[src/rtl/inst_mem_stage.sv]
// Memory-access stage: issues loads/stores over a req/gnt/rvalid data bus,
// aligns load data and registers results into the mem2wb pipeline registers.
module inst_mem_stage #(
    parameter int AW   = 32,
    parameter int XLEN = 32
) (
    input  logic            clk,
    input  logic            rst,
    input  logic            ex2mem_valid,
    input  logic            ex2mem_memrd,
    input  logic            ex2mem_memwr,
    input  logic [2:0]      ex2mem_funct3,
    input  logic [AW-1:0]   ex2mem_memaddr,
    input  logic [XLEN-1:0] ex2mem_memwdata,
    input  logic            ex2mem_wr_reg,
    input  logic [4:0]      ex2mem_wr_regindex,
    input  logic [XLEN-1:0] ex2mem_wr_wdata,
    input  logic            ex2mem_wr_csrreg,
    input  logic [11:0]     ex2mem_wr_csrindex,
    input  logic [XLEN-1:0] ex2mem_wr_csrwdata,
    input  logic            ex2mem_exp,
    output logic            dbus_req,
    output logic            dbus_we,
    output logic [AW-1:0]   dbus_addr,
    output logic [XLEN-1:0] dbus_wdata,
    output logic [3:0]      dbus_be,
    input  logic            dbus_gnt,
    input  logic            dbus_rvalid,
    input  logic [XLEN-1:0] dbus_rdata,
    output logic            mem_stall,
    output logic            mem2wb_wr_reg_ffout,
    output logic [4:0]      mem2wb_wr_regindex_ffout,
    output logic [XLEN-1:0] mem2wb_wr_wdata_ffout,
    output logic            mem2wb_rd_is_x1_ffout,
    output logic            mem2wb_rd_is_xn_ffout,
    output logic            mem2wb_wr_csrreg_ffout,
    output logic [11:0]     mem2wb_wr_csrindex_ffout,
    output logic [XLEN-1:0] mem2wb_wr_csrwdata_ffout,
    output logic            mem2wb_exp_ffout
);

    typedef enum logic [1:0] {IDLE, REQ, WAIT} state_t;

    state_t          state_q, state_d;
    logic [1:0]      off;
    logic            is_mem, misaligned, legal_mem, complete;
    logic [3:0]      store_be;
    logic [XLEN-1:0] store_wdata, shifted, load_data;

    logic            wr_reg_d, wr_reg_q;
    logic [4:0]      wr_regindex_d, wr_regindex_q;
    logic [XLEN-1:0] wr_wdata_d, wr_wdata_q;
    logic            rd_is_x1_d, rd_is_x1_q;
    logic            rd_is_xn_d, rd_is_xn_q;
    logic            wr_csrreg_d, wr_csrreg_q;
    logic [11:0]     wr_csrindex_d, wr_csrindex_q;
    logic [XLEN-1:0] wr_csrwdata_d, wr_csrwdata_q;
    logic            exp_d, exp_q;

    always_comb begin
        off    = ex2mem_memaddr[1:0];
        is_mem = ex2mem_valid & (ex2mem_memrd | ex2mem_memwr);
        case (ex2mem_funct3[1:0])
            2'b01:   misaligned = off[0];
            2'b10:   misaligned = (off != 2'b00);
            default: misaligned = 1'b0;
        endcase
        legal_mem = is_mem & ~ex2mem_exp & ~misaligned;
    end

    always_comb begin
        store_be    = 4'b1111;
        store_wdata = ex2mem_memwdata;
        case (ex2mem_funct3[1:0])
            2'b00: begin
                store_be    = 4'b0001 << off;
                store_wdata = {4{ex2mem_memwdata[7:0]}};
            end
            2'b01: begin
                store_be    = 4'b0011 << off;
                store_wdata = {2{ex2mem_memwdata[15:0]}};
            end
            default: ;
        endcase
    end

    always_comb begin
        shifted = dbus_rdata >> {off, 3'b000};
        case (ex2mem_funct3)
            3'b000:  load_data = {{24{shifted[7]}}, shifted[7:0]};
            3'b001:  load_data = {{16{shifted[15]}}, shifted[15:0]};
            3'b100:  load_data = {24'b0, shifted[7:0]};
            3'b101:  load_data = {16'b0, shifted[15:0]};
            default: load_data = shifted;
        endcase
    end

    // Bus fields come straight from ex2mem_*, which upstream holds while stalled.
    always_comb begin
        state_d   = state_q;
        dbus_req  = 1'b0;
        mem_stall = 1'b0;
        complete  = 1'b0;
        case (state_q)
            IDLE: if (legal_mem) begin
                dbus_req  = 1'b1;
                mem_stall = 1'b1;
                state_d   = dbus_gnt ? WAIT : REQ;
            end
            REQ: begin
                dbus_req  = 1'b1;
                mem_stall = 1'b1;
                if (dbus_gnt) state_d = WAIT;
            end
            WAIT: begin
                if (dbus_rvalid) begin
                    complete = 1'b1;
                    state_d  = IDLE;
                end else begin
                    mem_stall = 1'b1;
                end
            end
            default: state_d = IDLE;
        endcase
        if (rst) begin
            dbus_req  = 1'b0;
            mem_stall = 1'b0;
        end
        dbus_we    = dbus_req & ex2mem_memwr;
        dbus_be    = dbus_req ? (ex2mem_memwr ? store_be : 4'b1111) : 4'b0000;
        dbus_addr  = {ex2mem_memaddr[AW-1:2], 2'b00};
        dbus_wdata = store_wdata;
    end

    always_comb begin
        wr_regindex_d = ex2mem_wr_regindex;
        wr_wdata_d    = (complete & ~ex2mem_memwr) ? load_data : ex2mem_wr_wdata;
        rd_is_x1_d    = (ex2mem_wr_regindex == 5'd1);
        rd_is_xn_d    = (ex2mem_wr_regindex != 5'd0);
        wr_csrindex_d = ex2mem_wr_csrindex;
        wr_csrwdata_d = ex2mem_wr_csrwdata;
        wr_reg_d      = 1'b0;
        wr_csrreg_d   = 1'b0;
        exp_d         = 1'b0;
        if (complete) begin
            wr_reg_d    = ex2mem_wr_reg & ~ex2mem_memwr;
            wr_csrreg_d = ex2mem_wr_csrreg;
        end else if (state_q == IDLE && ex2mem_valid && !legal_mem) begin
            if (ex2mem_exp || is_mem) begin
                exp_d = 1'b1;
            end else begin
                wr_reg_d    = ex2mem_wr_reg;
                wr_csrreg_d = ex2mem_wr_csrreg;
            end
        end
    end

    always_ff @(posedge clk) begin
        if (rst) begin
            state_q       <= IDLE;
            wr_reg_q      <= '0;
            wr_regindex_q <= '0;
            wr_wdata_q    <= '0;
            rd_is_x1_q    <= '0;
            rd_is_xn_q    <= '0;
            wr_csrreg_q   <= '0;
            wr_csrindex_q <= '0;
            wr_csrwdata_q <= '0;
            exp_q         <= '0;
        end else begin
            state_q       <= state_d;
            wr_reg_q      <= wr_reg_d;
            wr_regindex_q <= wr_regindex_d;
            wr_wdata_q    <= wr_wdata_d;
            rd_is_x1_q    <= rd_is_x1_d;
            rd_is_xn_q    <= rd_is_xn_d;
            wr_csrreg_q   <= wr_csrreg_d;
            wr_csrindex_q <= wr_csrindex_d;
            wr_csrwdata_q <= wr_csrwdata_d;
            exp_q         <= exp_d;
        end
    end

    assign mem2wb_wr_reg_ffout      = wr_reg_q;
    assign mem2wb_wr_regindex_ffout = wr_regindex_q;
    assign mem2wb_wr_wdata_ffout    = wr_wdata_q;
    assign mem2wb_rd_is_x1_ffout    = rd_is_x1_q;
    assign mem2wb_rd_is_xn_ffout    = rd_is_xn_q;
    assign mem2wb_wr_csrreg_ffout   = wr_csrreg_q;
    assign mem2wb_wr_csrindex_ffout = wr_csrindex_q;
    assign mem2wb_wr_csrwdata_ffout = wr_csrwdata_q;
    assign mem2wb_exp_ffout         = exp_q;

endmodule

[config.mk]
export PLATFORM = sky130hd
export DESIGN_NAME = inst_mem_stage
export DESIGN_NICKNAME = d
export VERILOG_FILES = /design/src/rtl/inst_mem_stage.sv
export SDC_FILE = /design/constraint.sdc
export NUM_CORES = 1
export LEC_CHECK = 0
export ABC_CLOCK_PERIOD_IN_PS = 4940
export CORE_AREA = 2 2 134 136
export CTS_CLUSTER_DIAMETER = 150
export DETAILED_ROUTE_END_ITERATION = 16
export DIE_AREA = 0 0 136 138
export SLEW_MARGIN = 5
export SYNTH_ARGS = -nofsm -noshare
export SYNTH_HDL_FRONTEND = slang
export SYNTH_SLANG_ARGS = --single-unit
export TNS_END_PERCENT = 50
[constraint.sdc]
create_clock -name clk -period 4.94 [get_ports clk]
set_input_delay 1.235 -clock clk [delete_from_list [all_inputs] [get_ports clk]]
set_output_delay 1.235 -clock clk [all_outputs]
set_load 0.1 [all_outputs]
Word-level counts from Yosys, hierarchy flattened
Index checks and enable logic that the tools add are counted.
W data, S select, Z words.
- mux-type cells: 27
- shifts and indexed selects: 3
- bitwise operators: 11
- equal/unequal tests: 11
- reductions and logical operators: 11
- operator list (operator ; count):
    $pmux W32 S4 ; 1
    $pmux W32 S2 ; 1
    $mux W32 ; 1
    $shr A32 B5 Y32 ; 1
    $mux W1 ; 13
    $mux W2 ; 4
    $mux W4 ; 2
    $pmux W4 S2 ; 1
    $and A1 B1 Y1 ; 6
    $eq A3 B3 Y1 const B ; 2
    $ne A2 B2 Y1 const B ; 3
    $pmux W2 S3 ; 1
    $eq A5 B1 Y1 const B ; 1
    $reduce_bool A5 Y1 ; 1
    $eq A2 B1 Y1 const B ; 2
    $eq A2 B2 Y1 const B ; 2
    $logic_not A2 Y1 ; 2
    $not A1 Y1 ; 4
    $pmux W1 S2 ; 2
    $shl A1 B2 Y4 const A ; 1
    $shl A2 B2 Y4 const A ; 1
    $eq A3 B1 Y1 const B ; 1
    $logic_not A3 Y1 ; 1
    $pmux W1 S3 ; 1
    7 further kinds ; 8
- input port bits: 190
- logic and storage cells: 73
- output and inout bits: 157
- register bits after elaboration: 88

Logic depth before layout (Yosys ltp)
Gate-level depths: netlist of the first run.
- depth in word-level cells: 8
- gate-level depth with buffers: 8
- mapped depth without buffers: 6

Worst setup path before layout of the first run
No wires, ideal clock.
- path kind: input to output
- start: input port ex2mem_funct3[1]
- end: output port dbus_wdata[16]
- data required time: 3.705 ns
- stages: 5
- path buffers: 1
- path slack: -0.231 ns
- arrival: 3.936 ns
- cell sequence: inv_1 ha_1 nor2_1 clkbuf_1 o21ai_0
- longest elaborated chain between the ends: 2
- ends and longest elaborated chain (element ; RTL line ; text):
    start: declaration ; 12 ; input logic [2:0] ex2mem_funct3,
    $eq A2 B1 Y1 or $logic_not A2 Y1 (tied branches) ; 74 ; case (ex2mem_funct3[1:0])
    $pmux W32 S2 * ; 74 ;
    end: declaration ; 25 ; output logic [XLEN-1:0] dbus_wdata,
Every way passes the cells marked *; elsewhere a longest branch is shown, timed or not.

Worst setup path in the final report of the first run
- start: input port ex2mem_funct3[1]
- end: output port mem_stall
- longest elaborated chain between the ends: 7
- ends and longest elaborated chain (element ; RTL line ; text):
    $eq A2 B2 Y1 or $eq A2 B1 Y1 (tied branches) ; 63 ; case (ex2mem_funct3[1:0])
    $pmux W1 S2 * ; 63 ;
    $not A1 Y1 * ; 68 ; legal_mem = is_mem & ~ex2mem_exp & ~misaligned;
    $and A1 B1 Y1 * ; 68 ;
    $mux W1 * ; 105 ; IDLE: if (legal_mem) begin
    $pmux W1 S3 * ; 104 ; case (state_q)
    $mux W1 * ; 125 ; if (rst) begin
    end: declaration ; 30 ; output logic mem_stall,
Marks and branches as above.

==> results of run 1 <==
==> layout by cell type, fill, tap and decap left out, drive strengths merged, types with 3 or more instances in the layout <==
master	instances
ha	4
mux2i	10
clkbuf	10
and2	9
buf	52
nor2	40
a22o	10
nor3	5
o211ai	7
nand2	30
or2	3
nand2b	6
dfxtp	88
clkdlybuf4s50	243
a211oi	25
a21oi	49
o21ai	18
inv	9
mux2	18
nor2b	57
clkinv	3
a311oi	8
==> per-stage QoR <==
stage | util | cells | hold slack [ns] | setup TNS (ns)
3_3_place_gp | 0.417 | 934 | 0.593 | 0
4_1_cts | 0.433 | 950 | 0.606 | 0
3_5_place_dp | 0.417 | 934 | 0.588 | 0
5_1_grt | 0.434 | 952 | 0.634 | 0
6_report | 0.434 | 952 | 0.609 | 0
2_1_floorplan | - | 485 | 0.527 | -1.07
==> state kept, by name, summed over array words and instances (netlist names) <==
register,flops
mem2wb_exp_ffout,1
mem2wb_rd_is_x1_ffout,1
mem2wb_rd_is_xn_ffout,1
mem2wb_wr_csrindex_ffout,12
mem2wb_wr_csrreg_ffout,1
mem2wb_wr_csrwdata_ffout,32
mem2wb_wr_reg_ffout,1
mem2wb_wr_regindex_ffout,5
mem2wb_wr_wdata_ffout,32
state_q,2
==> report_power, final <==
group / internal (mW) / total, mW / switching (mW) / leakage, nW
clock: 0.349 / 0.644 / 0.296 / 0.135
combinational: 0.318 / 0.948 / 0.630 / 2.07
sequential: 0.748 / 0.758 / 0.0104 / 0.732
total: 1.41 / 2.35 / 0.936 / 2.93
==> worst min-delay path, delay by kind of cell (launching register included) <==
family           cells  cell delay (ns)
flip-flops           1             0.38
AO/OA/AOI/OAI        1             0.04
AND/OR/NAND/NOR      1             0.14
==> worst paths after layout <==
kind | start | end | slack [ns] | cells past startpoint
max | ex2mem_funct3[1] | mem_stall | 0.19 | 8
min reg2reg | state_q[1] | mem2wb_exp_ffout | 0.61 | 2
min | state_q[1] | mem2wb_exp_ffout | 0.61 | 2
max reg2reg | state_q[0] | mem2wb_wr_wdata_ffout[9] | 3.17 | 5
==> area by class of cell <==
class	count	area (um2)
antenna	2	5.00
clock inverter	6	53.8
multi-input combinational	315	2060
tap	229	287
inverter	7	26.3
fill	1722	9930
timing repair buffer	295	3180
clock buffer	10	229
sequential	88	1760
==> layer usage <==
metal / share of wire / global-route usage
met2: 0.51 / 0.323
met4: 0.045 / 0.0899
met5: 0 / 0
met3: 0.078 / 0.0484
met1: 0.36 / 0.186
==> logic make-up after synthesis <==
logic type | synth area share
multiplexers | 0.0731
flip-flops | 0.408
AND/OR/NAND/NOR | 0.197
adder cells (fa/ha/maj) | 0.0116
buffers and inverters | 0.117
AO/OA/AOI/OAI | 0.191
other | 0.000869
==> qor_table.md, run 1 <==
| Parameter | Reported |
| --- | --- |
| Number of buffers added for setup after CTS | 0 |
| Largest net degree at the start of global routing | 52 |
| Final WL | 17.3 mm |
| Worst EP required | 3.70 ns |
| Post-Place Cell Area | 7320 um2 |
| Number of buffers and inverters on the critical path | 3 |
| Post-route DRC | 0 |
| Mapped cell area | 4310 um2 |
| Post-layout net count | 910 |
| Weighted congestion reported at the end of routability-driven placement | 0.824 |
| Detail-routed net length per standard cell | 18.2 um |
| Via/cell ratio | 4.49 |
| Sequential-to-total area share from yosys stat | 0.408 |
| Cells after synthesis | 484 |
| Cell area after layout | 7600 um2 |
| Floorplan core area | 17500 um2 |
| CP max-delay cell | sky130_fd_sc_hd__a31oi_1 |
| Die Footprint | 18800 um2 |
| Leading cell types by total area after synthesis | sky130_fd_sc_hd__dfxtp_1 (41%), sky130_fd_sc_hd__nor2b_1 (8.3%), sky130_fd_sc_hd__buf_4 (7.3%), sky130_fd_sc_hd__a21oi_1 (5.6%), sky130_fd_sc_hd__mux2_2 (4.7%) |
| Post-Place Setup Slack | 0.183 ns |
| Number of storage elements in the synthesis netlist | 88 |
| Worst setup EP type | output port |
| Via count | 4272 |
| Top-level port count | 347 |
| Worst IR Drop VDD | 0.000165 V |
| Area delta synth->final | 76.3% |
| Largest fanout on the critical path | 8 |
| Starting Density | 0.246 |
| Routed Antenna Nets | 0 |
| Category of cells accounting for the largest share of critical-path delay | buffers and inverters |
| Synth Flop Type | sky130_fd_sc_hd__dfxtp_1 |
| Achievable clock frequency | 211 MHz |
| Hold Violations, Final | 0 |
| CTS sink cnt | 88 |
| Initial antenna violation count | 2 |
| Proportion of netlist area held by the largest area contributor | 0.408 |
| Synthesis Warnings | 0 |
| RSZ-0062 raised after global routing | false |
| TritonCTS Buffers | 9 |
| CTS root buffer | sky130_fd_sc_hd__clkbuf_16 |
| Critical Setup Path Class | in -> out |
| Syn Area/Cell | 8.91 um2 |
| Worst path setup slack after routing | 0.195 ns |
| Slew margin rel. | 0.315 |
| Most Frequent Cell on Critical Path | sky130_fd_sc_hd__o21ai_1 |
| Clock latency at the later pin of the worst-skew pair | 0.34 ns |
| FFs w/ async S/R, synth | 0 |
| Die Y-Extent | 138 um |
| Number of global-route vias before repair | 4377 |
| Worst-path cell chain | clkdlybuf4s50_1 -> inv_1 -> ha_1 -> and2_1 -> o21ai_1 -> a31oi_1 -> o21ai_1 -> buf_12 |
| Clock period minus final worst setup slack | 4.75 ns |
| Result of the run | completed |
| Detailed-router iteration count before antenna repair | 4 |
| Count of final max-slew check failures | 0 |
| Remaining global-route overflow | 0 |
| Clock transition time at the flip-flop clock pins of the worst setup and hold paths | 0.06 ns |
| Ranking of synthesized cells by instance count | sky130_fd_sc_hd__dfxtp_1 (88), sky130_fd_sc_hd__nor2b_1 (57), sky130_fd_sc_hd__a21oi_1 (48) |
| Crit share post-route | 0.961 |
| Delay of the slowest critical-path stage | 0.60 ns |
| Die Width | 136 um |
| Leak pwr | 2.93 nW |
| First-pass GRT wire length | 25.4 mm |
| Total global-route track usage | 0.178 |
| Total design power | 2.35 mW |
| Fraction of final layout cells with drive strength greater than 1 | 0.148 |
| Cell taking the most area after synthesis | sky130_fd_sc_hd__dfxtp_1 |
| Path category of the worst min-delay check | reg -> reg |
| Number of H-tree branching levels | 3 |
| Count of hold-fix buffers inserted at cts | 0 |
| Worst clock skew | 0.00508 ns |
| Count of distinct cell types in the synthesized netlist | 41 |
| CTS resizes | 0 |
| Transition time at the pin with the least slew margin | 1.02 ns |
| Count of endpoints failing setup in the final report | 0 |
| Row Count | 49 |
| Dominant cell by count in the synthesized netlist | sky130_fd_sc_hd__dfxtp_1 |
| Placed wire-length estimate after detailed placement | 13.9 mm |
| Maximum capacitance violations | 0 |
| Arrival time of the worst setup path | 3.51 ns |
| CTS tree | built |
| IO Port Bufs | 284 |
| Number of enable-type register cells in the synthesized netlist | 0 |
| Bufs on Longest Clock Path | 2 |
| Startpoint types | primary input |
| Starting DRC count in detailed routing | 185 |
| Cell area power density | 309 nW/um2 |
(Power assumes the default switching activity.)
==> inputs of run 2 (changes only) <==
- CTS_CLUSTER_SIZE: unset -> 10
==> results of run 2 <==
Final layout, timing and power as in run 1 (identical DEF).
